### config.mk
export PLATFORM = sky130hd
export DESIGN_NAME = fifo_wr_adapter_flat
export DESIGN_NICKNAME = d
export VERILOG_FILES = /design/src/rtl/fifo_pkg.sv /design/src/rtl/fifo_wr_adapter_if.sv /design/src/rtl/skid_buf2.sv /design/src/rtl/fifo_wr_adapter.sv /design/src/flat_wrapper.sv
export SDC_FILE = /design/constraint.sdc
export NUM_CORES = 1
export LEC_CHECK = 0
export CORE_MARGIN = 8
export CORE_UTILIZATION = 51
export DETAILED_ROUTE_END_ITERATION = 6
export GPL_TIMING_DRIVEN = 1
export HOLD_SLACK_MARGIN = 0.02
export PLACE_DENSITY = 0.81
export SLEW_MARGIN = 20
export SYNTH_ARGS = -nofsm -noshare
export SYNTH_HDL_FRONTEND = slang
export SYNTH_SLANG_ARGS = --single-unit
### constraint.sdc
create_clock -name wclk -period 3.1 [get_ports wclk]
set_clock_uncertainty 0.2 [all_clocks]
set_input_delay 0.465 -clock wclk [delete_from_list [all_inputs] [get_ports wclk]]
set_output_delay 0.465 -clock wclk [all_outputs]
set_load 0.005 [all_outputs]
### src/rtl/fifo_pkg.sv
// fifo_pkg: shared constants and types for the leaf async FIFO stages
// (memory, write pointer/full, write adapter).
//   DATA_WIDTH_DEF : default stream word width
//   CNT_WIDTH_DEF  : default statistics counter width
//   occ_e          : skid buffer occupancy (0, 1 or 2 words)
package fifo_pkg;

  localparam int DATA_WIDTH_DEF = 32;
  localparam int CNT_WIDTH_DEF  = 32;

  typedef enum logic [1:0] {
    OCC_0 = 2'd0,
    OCC_1 = 2'd1,
    OCC_2 = 2'd2
  } occ_e;

endpackage

### src/rtl/fifo_wr_adapter_if.sv
// fifo_wr_adapter_if: write-side stream and FIFO write bus.
//   in_valid/in_data/in_ready : upstream valid/ready stream
//   wfull                     : full flag from the write-pointer stage
//   winc/wdata                : write request and word to the FIFO
// slave  : the adapter's view.
// master : the surrounding environment (producer plus full stage).
interface fifo_wr_adapter_if #(
  parameter int DATA_WIDTH = fifo_pkg::DATA_WIDTH_DEF
);

  logic                  in_valid;
  logic [DATA_WIDTH-1:0] in_data;
  logic                  in_ready;
  logic                  wfull;
  logic                  winc;
  logic [DATA_WIDTH-1:0] wdata;

  modport slave (
    input  in_valid, in_data, wfull,
    output in_ready, winc, wdata
  );

  modport master (
    output in_valid, in_data, wfull,
    input  in_ready, winc, wdata
  );

endinterface

### src/rtl/skid_buf2.sv
// skid_buf2: 2-entry skid buffer with registered ready and head-valid.
//   wclk, wrst_n : clock, async active-low reset
//   push_valid/push_data/push_ready : input stream
//   pop_stall    : head is held when 1 (pop = head_valid && !pop_stall)
//   head_valid/head_data : oldest buffered word, both registered
module skid_buf2
  import fifo_pkg::*;
#(
  parameter int DATA_WIDTH = DATA_WIDTH_DEF
) (
  input  logic                  wclk,
  input  logic                  wrst_n,
  input  logic                  push_valid,
  input  logic [DATA_WIDTH-1:0] push_data,
  output logic                  push_ready,
  input  logic                  pop_stall,
  output logic                  head_valid,
  output logic [DATA_WIDTH-1:0] head_data
);

  occ_e                  occ_r;
  occ_e                  occ_n_s;
  logic [DATA_WIDTH-1:0] head_r;
  logic [DATA_WIDTH-1:0] head_n_s;
  logic [DATA_WIDTH-1:0] tail_r;
  logic [DATA_WIDTH-1:0] tail_n_s;
  logic                  ready_r;
  logic                  valid_r;
  logic                  push_s;
  logic                  pop_s;

  assign push_s = push_valid && ready_r;
  assign pop_s  = (occ_r != OCC_0) && !pop_stall;

  // Next occupancy and head/tail contents from push/pop.
  always_comb begin
    occ_n_s  = occ_r;
    head_n_s = head_r;
    tail_n_s = tail_r;
    case ({push_s, pop_s})
      2'b10: begin
        case (occ_r)
          OCC_0: begin
            head_n_s = push_data;
            occ_n_s  = OCC_1;
          end
          OCC_1: begin
            tail_n_s = push_data;
            occ_n_s  = OCC_2;
          end
          default: occ_n_s = occ_r;
        endcase
      end
      2'b01: begin
        case (occ_r)
          OCC_1: occ_n_s = OCC_0;
          OCC_2: begin
            head_n_s = tail_r;
            occ_n_s  = OCC_1;
          end
          // Unreachable encoding: recover to empty.
          default: occ_n_s = OCC_0;
        endcase
      end
      2'b11: begin
        // Only reachable with one word: it leaves while the new one lands.
        if (occ_r == OCC_1) begin
          head_n_s = push_data;
        end else begin
          occ_n_s = occ_r;
        end
      end
      default: occ_n_s = occ_r;
    endcase
  end

  // Buffer state plus registered ready/valid derived from next occupancy.
  always_ff @(posedge wclk or negedge wrst_n) begin
    if (!wrst_n) begin
      occ_r   <= OCC_0;
      head_r  <= {DATA_WIDTH{1'b0}};
      tail_r  <= {DATA_WIDTH{1'b0}};
      ready_r <= 1'b0;
      valid_r <= 1'b0;
    end else begin
      occ_r   <= occ_n_s;
      head_r  <= head_n_s;
      tail_r  <= tail_n_s;
      ready_r <= (occ_n_s == OCC_0) || (occ_n_s == OCC_1);
      valid_r <= (occ_n_s != OCC_0);
    end
  end

  assign push_ready = ready_r;
  assign head_valid = valid_r;
  assign head_data  = head_r;

endmodule

### src/rtl/fifo_wr_adapter.sv
// fifo_wr_adapter: write-side ingress of the leaf async FIFO.
//   wclk, wrst_n : write clock, async active-low reset
//   bus          : stream in (in_valid/in_data/in_ready), FIFO write out
//                  (winc/wdata), full flag in (wfull)
//   wr_count     : words committed to the FIFO, wraps
//   stall_count  : cycles with winc=1 and wfull=1, saturates
// A word is committed on the same edge and condition (winc && !wfull)
// that the pointer stage uses to advance.
module fifo_wr_adapter
  import fifo_pkg::*;
#(
  parameter int DATA_WIDTH = DATA_WIDTH_DEF,
  parameter int CNT_WIDTH  = CNT_WIDTH_DEF
) (
  input  logic                 wclk,
  input  logic                 wrst_n,
  fifo_wr_adapter_if.slave     bus,
  output logic [CNT_WIDTH-1:0] wr_count,
  output logic [CNT_WIDTH-1:0] stall_count
);

  logic                 pop_s;
  logic                 stall_s;
  logic [CNT_WIDTH-1:0] wr_count_r;
  logic [CNT_WIDTH-1:0] stall_count_r;

  skid_buf2 #(
    .DATA_WIDTH (DATA_WIDTH)
  ) u_skid (
    .wclk       (wclk),
    .wrst_n     (wrst_n),
    .push_valid (bus.in_valid),
    .push_data  (bus.in_data),
    .push_ready (bus.in_ready),
    .pop_stall  (bus.wfull),
    .head_valid (bus.winc),
    .head_data  (bus.wdata)
  );

  assign pop_s   = bus.winc && !bus.wfull;
  assign stall_s = bus.winc && bus.wfull;

  // Commit counter (wrapping) and stall counter (saturating).
  always_ff @(posedge wclk or negedge wrst_n) begin
    if (!wrst_n) begin
      wr_count_r    <= {CNT_WIDTH{1'b0}};
      stall_count_r <= {CNT_WIDTH{1'b0}};
    end else begin
      if (pop_s) begin
        wr_count_r <= wr_count_r + CNT_WIDTH'(1);
      end
      if (stall_s && (stall_count_r != {CNT_WIDTH{1'b1}})) begin
        stall_count_r <= stall_count_r + CNT_WIDTH'(1);
      end
    end
  end

  assign wr_count    = wr_count_r;
  assign stall_count = stall_count_r;

endmodule

### src/flat_wrapper.sv
// flat-port wrapper written by rule: the top's interface ports become plain ports
module fifo_wr_adapter_flat import fifo_pkg::*;
#(
  parameter int DATA_WIDTH = DATA_WIDTH_DEF,
  parameter int CNT_WIDTH  = CNT_WIDTH_DEF
)
  (wclk, wrst_n, wr_count, stall_count, bus_in_valid, bus_in_data, bus_wfull, bus_in_ready, bus_winc, bus_wdata);
  fifo_wr_adapter_if #(.DATA_WIDTH(DATA_WIDTH)) bus_i ();
  input  logic wclk;
  input  logic wrst_n;
  output logic [CNT_WIDTH-1:0] wr_count;
  output logic [CNT_WIDTH-1:0] stall_count;
  input wire logic [$bits(bus_i.in_valid)-1:0] bus_in_valid;
  input wire logic [$bits(bus_i.in_data)-1:0] bus_in_data;
  input wire logic [$bits(bus_i.wfull)-1:0] bus_wfull;
  output wire logic [$bits(bus_i.in_ready)-1:0] bus_in_ready;
  output wire logic [$bits(bus_i.winc)-1:0] bus_winc;
  output wire logic [$bits(bus_i.wdata)-1:0] bus_wdata;
  assign bus_i.in_valid = bus_in_valid;
  assign bus_i.in_data = bus_in_data;
  assign bus_i.wfull = bus_wfull;
  assign bus_in_ready = bus_i.in_ready;
  assign bus_winc = bus_i.winc;
  assign bus_wdata = bus_i.wdata;
  fifo_wr_adapter #(.DATA_WIDTH(DATA_WIDTH), .CNT_WIDTH(CNT_WIDTH)) u_core (.wclk(wclk), .wrst_n(wrst_n), .bus(bus_i), .wr_count(wr_count), .stall_count(stall_count));
endmodule
==> impl_metrics.tcl <==
set metrics [dict create \
    wl_per_cell_um 17.1 \
    final_nets 702 \
    synth-seq-cells 132 \
    worst_pin_slew_ps 688 \
    p_per_area_nw_per_um2 793 \
    finalSetupViolCount 0 \
    ctsRootBufferMaster "clkbuf_16" \
    clockBufferDepth 2 \
    cts_max_level 4 \
    synth_top_area_share_pct 55.4 \
    max_slew_margin_pct 54.2 \
    synth_edf_count 0 \
    avgSynthCellArea_sq_um 11.6 \
    peakVddDrop_mv 0.493 \
    antenna_found_initial 0 \
    min_period_ps 2400 \
    leakagePower_nw 3.46 \
    yosys.area.top_type "dfrtp_1" \
    utilization_pct 70.3 \
    fp.dieArea_sq_um 15400 \
    fmax_mhz 417 \
    fin_tns_setup_ps 0 \
    synthDistinctLibCells 44 \
    dr.pass1.iters 5 \
    r2r_setup_slack_ps 700 \
    grt_usage_pct 18.4 \
    clock_latency_ps 410 \
    vias 4393 \
    overflow 0 \
    endpoint_kind "flip-flop" \
    slew_violations 0 \
    ys_seq_area_share_pct 55.4 \
    cp.required_ps 3220 \
    critPathKind "reg2reg" \
    startpoint_type "flip-flop" \
    synth_area_leaders "dfrtp_1 55%, mux2_2 6.8%, mux2i_1 5.5%" \
    grt_pass1_vias 4523 \
    nFillCells 803 \
    post_cts_buffers 0 \
    ant_nets 0 \
    path_max_fanout 64 \
    netlist_area_sq_um 5970 \
    syn_inst 516 \
    cts_tree "done" \
    clock_sinks 132 \
    port-buffer-count 133 \
    start_util_pct 52.3 \
    drive_gt1_share_pct 12.4 \
    viasPerCell 5.42 \
    critPathArrivalTime_ps 2520 \
    cap_violations 0 \
    yosys_warnings 0 \
    async_flop_share_pct 100 \
    synth_fp_nets 561 \
    core_area_sq_um 11400 \
    fin_crit_sh_pct 77.4 \
    ys.flop_type "dfrtp_1" \
    drt_iter0_drc 326 \
    hold_class "reg2reg" \
    status "complete, no violations" \
    area_delta_synth_final_pct 34.6 \
    die_w_um 124 \
    drc 0 \
    fp-row-count 39 \
    dieHeight_um 124 \
    grt_max_degree 133 \
    globalplace.congestion 0.839 \
    dpl.hpwl_um 9700 \
    grt_pass1_wl_um 22300 \
    io_pins 134 \
    hold_viol_final 0 \
    path_clk_slew_ps 50 \
    rsz0062_at_grt "no" \
    numCtsBuffers 17 \
    routed_wl_um 13900 \
    antenna_cells 0 \
]
[worst max-delay path, stage by stage, from the launching register on]
cell and delay (ps):
dfrtp_1 390, inv_1 90, ha_1 200, nor2_1 110, ha_1 230, a222oi_1 510, buf_12 320, nor2_1 80
a21oi_1 140
[layout by cell type, fill, tap and decap left out, drive strengths merged, types with 5 or more instances in the layout]
cell type      synthesis  final
a21oi                 41     41
and3                  10     10
and4                   6      6
buf                    6      6
clkbuf                11     23
clkdlybuf4s50          0    132
clkinv                 0      5
dfrtp                132    132
ha                     9      9
inv                   12     12
mux2                  36     36
mux2i                 33     33
nand2                 34     34
nand3                 21     21
nand4                 18     18
nor2                  51     51
nor3                   9      9
nor4                   7      7
xnor2                 32     32
xor2                  23     23
[final timing paths]
kind                       cells past startpoint              startpoint                     endpoint
setup / recovery                               8  u_core.u_skid.occ_r[0]  u_core.u_skid.head_data[20]
hold / removal                                 1     u_core.wr_count[31]          u_core.wr_count[31]
setup reg to reg                               8  u_core.u_skid.occ_r[0]  u_core.u_skid.head_data[20]
hold reg to reg                                1     u_core.wr_count[31]          u_core.wr_count[31]
max in group asynchronous                      3                  wrst_n          u_core.wr_count[14]
min in group asynchronous                      3                  wrst_n  u_core.u_skid.head_data[15]
[cell families (layout without fill, tap and decap cells)]
kind of cell               Yosys count  after routing  share of synthesized area [%]
xor gates and xnor gates            55             55                           8.07
muxes                               69             69                           12.3
DFF                                132            132                           55.4
adders and majority gates            9              9                           1.89
buffers and inverters               29            180                           2.03
and+or+nand+nor                    173            173                           15.9
AOI/OAI and AO/OA                   49             49                           4.45
[metal layers]
layer | up-vias | GRT usage [%] | share of wire [%]
met3 | 15 | 6.21 | 8.1
li1 | 2092 | - | -
met1 | 2157 | 22.2 | 40
met4 | 0 | 6.32 | 0.92
met2 | 129 | 30.3 | 50
met5 | - | 0 | 0
[what timing repair did]
item,4_1_cts,5_1_grt
hold buffers,1,0
resized for setup,0,0
hold endpoints to repair,56,0
[power breakdown]
group          total, mW  leakage, nW  internal (mW)  switching, mW
logic               1.93         1.54           1.12          0.813
clock network       1.82        0.268           1.14          0.673
registers           2.62         1.65           2.26          0.361
total               6.37         3.46           4.52           1.85
[registers in the layout, indices dropped and copies added (netlist names)]
signal / count
u_core.u_skid.head_valid: 1
u_core.u_skid.head_data: 32
u_core.u_skid.tail_r: 32
u_core.u_skid.push_ready: 1
u_core.wr_count: 32
u_core.stall_count: 32
u_core.u_skid.occ_r: 2
[through the flow]
step           power, mW  cells  setup slack, ps  hold slack (ps)  cell area [sq um]
2_1_floorplan       3.57    516              808            -30.6               5970
3_3_place_gp        4.50    780              454              261               7490
3_5_place_dp        4.59    780              364              275               7490
4_1_cts             6.44    810              713              282               8030
5_1_grt             6.75    810              510              298               8030
6_report            6.37    810              702              272               8030
[Yosys cell counts, types with 3 or more instances]
library cell  count
dfrtp_1         132
nor2_1           51
a21oi_1          41
mux2_2           36
nand2_1          34
mux2i_1          33
xnor2_1          32
xor2_1           23
nand3_1          20
nand4_1          16
inv_1            12
clkbuf_1         11
and3_1           10
ha_1              9
nor3_1            8
and4_1            6
a31oi_1           3
buf_1             3
nor4_1            3
or2_2             3
[cell type report]
type / instances / area (sq um) / area share [%]
clock buffers: 23 / 478 / 5.95
repair buffers: 139 / 1430 / 17.8
flip-flops and latches: 132 / 3300 / 41.1
inverters: 12 / 45.0 / 0.561
multi-input cells: 355 / 2540 / 31.7
well taps: 143 / 179 / 2.23
clock inverters: 6 / 55.1 / 0.685
(Power assumes the default switching activity.)
==> edit (same settings) <==
`DATA_WIDTH_DEF`: 32 -> 36.
--- a/src/rtl/fifo_pkg.sv
+++ b/src/rtl/fifo_pkg.sv
@@ -5,7 +5,7 @@
 //   occ_e          : skid buffer occupancy (0, 1 or 2 words)
 package fifo_pkg;
 
-  localparam int DATA_WIDTH_DEF = 32;
+  localparam int DATA_WIDTH_DEF = 36;
   localparam int CNT_WIDTH_DEF  = 32;
 
   typedef enum logic [1:0] {
Interface: changed (resized bus_in_data and bus_wdata); port bits go from 134 to 142. The function was not compared with the original's and may differ.
==> edit against the original RTL <==
- design area rose by 6.2%
- sequential share of layout area fell by 0.060 points
- power increased by 12%
- worst hold slack better by 0.0050 ns
- die area increased by 4.2%
- routed wire length increased by 8.2%
- worst setup slack worse by 0.032 ns
- sequential cell count up 8
- largest cell class unchanged
- area after synthesis is 4.8% higher
==> edit: results (changes against the original RTL) <==
Status - complete, no violations
Antenna diodes - 0 (unchanged)
First-pass GRT wire length - 24.9 mm (+11%)
Largest net degree at the start of global routing - 74 (-44%)
Post-synth cell types - 39 (-11%)
Clock latency on the worst-skew pair - 0.41 ns (about the same)
CTS root buffer - clkbuf_16
Fillers - 873 (+8.7%)
Initial antenna violation count - 0 (unchanged)
Synth cell count leaders - dfrtp_1 (140), nor2_1 (56), mux2_2 (39)
Initial DRC count - 266 (-18%)
Cell family with most CP delay - compound AO/OA/AOI/OAI gates
Max frequency - 412 MHz (-1.3%)
Share of cells above drive strength 1 - 12.7% (+0.22 points)
Hold/Removal Path Class - reg2reg
Vias per cell - 5.48 (+1.0%)
Vias in the first global route - 4987 (+10%)
Syn nets - 580 (+3.4%)
Crit-path slowest cell - a222oi_1
Dpl hpwl - 10.4 mm (+7.6%)
Post-Place Worst Slack - 0.290 ns (-0.0735 ns)
Gpl congestion - 0.839 (about the same)
Wirelength per Cell - 17.8 µm (+4.1%)
Area contributors post-synth - dfrtp_1 (56%), mux2_2 (7.0%), mux2i_1 (5.8%)
CP peak stage delay - 0.50 ns
Pleak - 3.69 nW (+6.6%)
Synth warnings - 0 (unchanged)
Num CTS Buffers - 17 (unchanged)
Placed cell areas - 7880 µm² (+5.2%)
Post-synth ARST share - 100% (unchanged)
Max VDD drop - 468 µV (-5.0%)
First-pass DRT Iterations - 5 (unchanged)
Clock transition at path regs - 0.06 ns
Max Fanout on Critical Path - 72 (+13%)
Site row count - 40 (+2.6%)
Port bufs - 141 (+6.0%)
Arrival time worst endpoint - 2.56 ns (+0.04 ns)
H-tree Lvls - 4 (unchanged)
Post-layout net count - 731 (+4.1%)
Max-slew headroom - 52.0% (-2.1 points)
Register area share after synthesis - 56.0% (+0.65 points)
Synth Flop Type - dfrtp_1
Tot GR Track Use - 19.1% (+0.66 points)
CTS max path bufs - 2 (unchanged)
Post-cts sizing count - 0 (unchanged)
edit: power breakdown:
| part | internal [mW] | switching, mW |
|---|---|---|
| combinational | 1.23 | 0.898 |
| clock | 1.45 | 0.724 |
| sequential | 2.42 | 0.420 |
| total | 5.11 | 2.04 |
edit: cell families after synthesis:
logic type | share of synthesized area [%]
compound gates | 3.98
mux | 12.8
buf+inv | 1.92
fa+ha+maj | 1.80
flops | 56.0
xor+xnor | 8.40
simple gates | 15.1
edit: final timing paths:
kind                                   startpoint                           to  slack, ns  cells past startpoint
hold / removal                u_core.wr_count[31]          u_core.wr_count[31]       0.28                      1
setup reg to reg           u_core.u_skid.occ_r[1]  u_core.u_skid.head_data[22]       0.67                      8
max in group asynchronous                  wrst_n      u_core.u_skid.tail_r[8]       1.42                      3
hold reg to reg               u_core.wr_count[31]          u_core.wr_count[31]       0.28                      1
min in group asynchronous                  wrst_n      u_core.u_skid.tail_r[2]       0.44                      2
setup / recovery           u_core.u_skid.occ_r[1]  u_core.u_skid.head_data[22]       0.67                      8
edit: cell type report:
type                       instances  area share, %
clock buffer                      26           5.97
timing repair buffer             148           17.8
sequential                       140           41.1
inverter                          14          0.616
tap                              147           2.16
multi-input combinational        361           30.9
clock inverter                     6           1.53
edit: routing by layer:
layer,share of wire [%],global-route usage (%)
met4,2.4,8.47
met1,40,21.0
met3,5.4,5.53
met2,52,33.6
met5,0,0
edit: through the flow:
stage	util [%]	std cells
6_report	71.0	842
5_1_grt	71.0	842
4_1_cts	71.0	842
3_5_place_dp	65.6	809
3_3_place_gp	65.6	809
2_1_floorplan	-	531
edit: what timing repair did:
action	in CTS	in global routing
hold buffers	1	0
endpoints found under the hold margin	72	0
buffers inserted	0	0
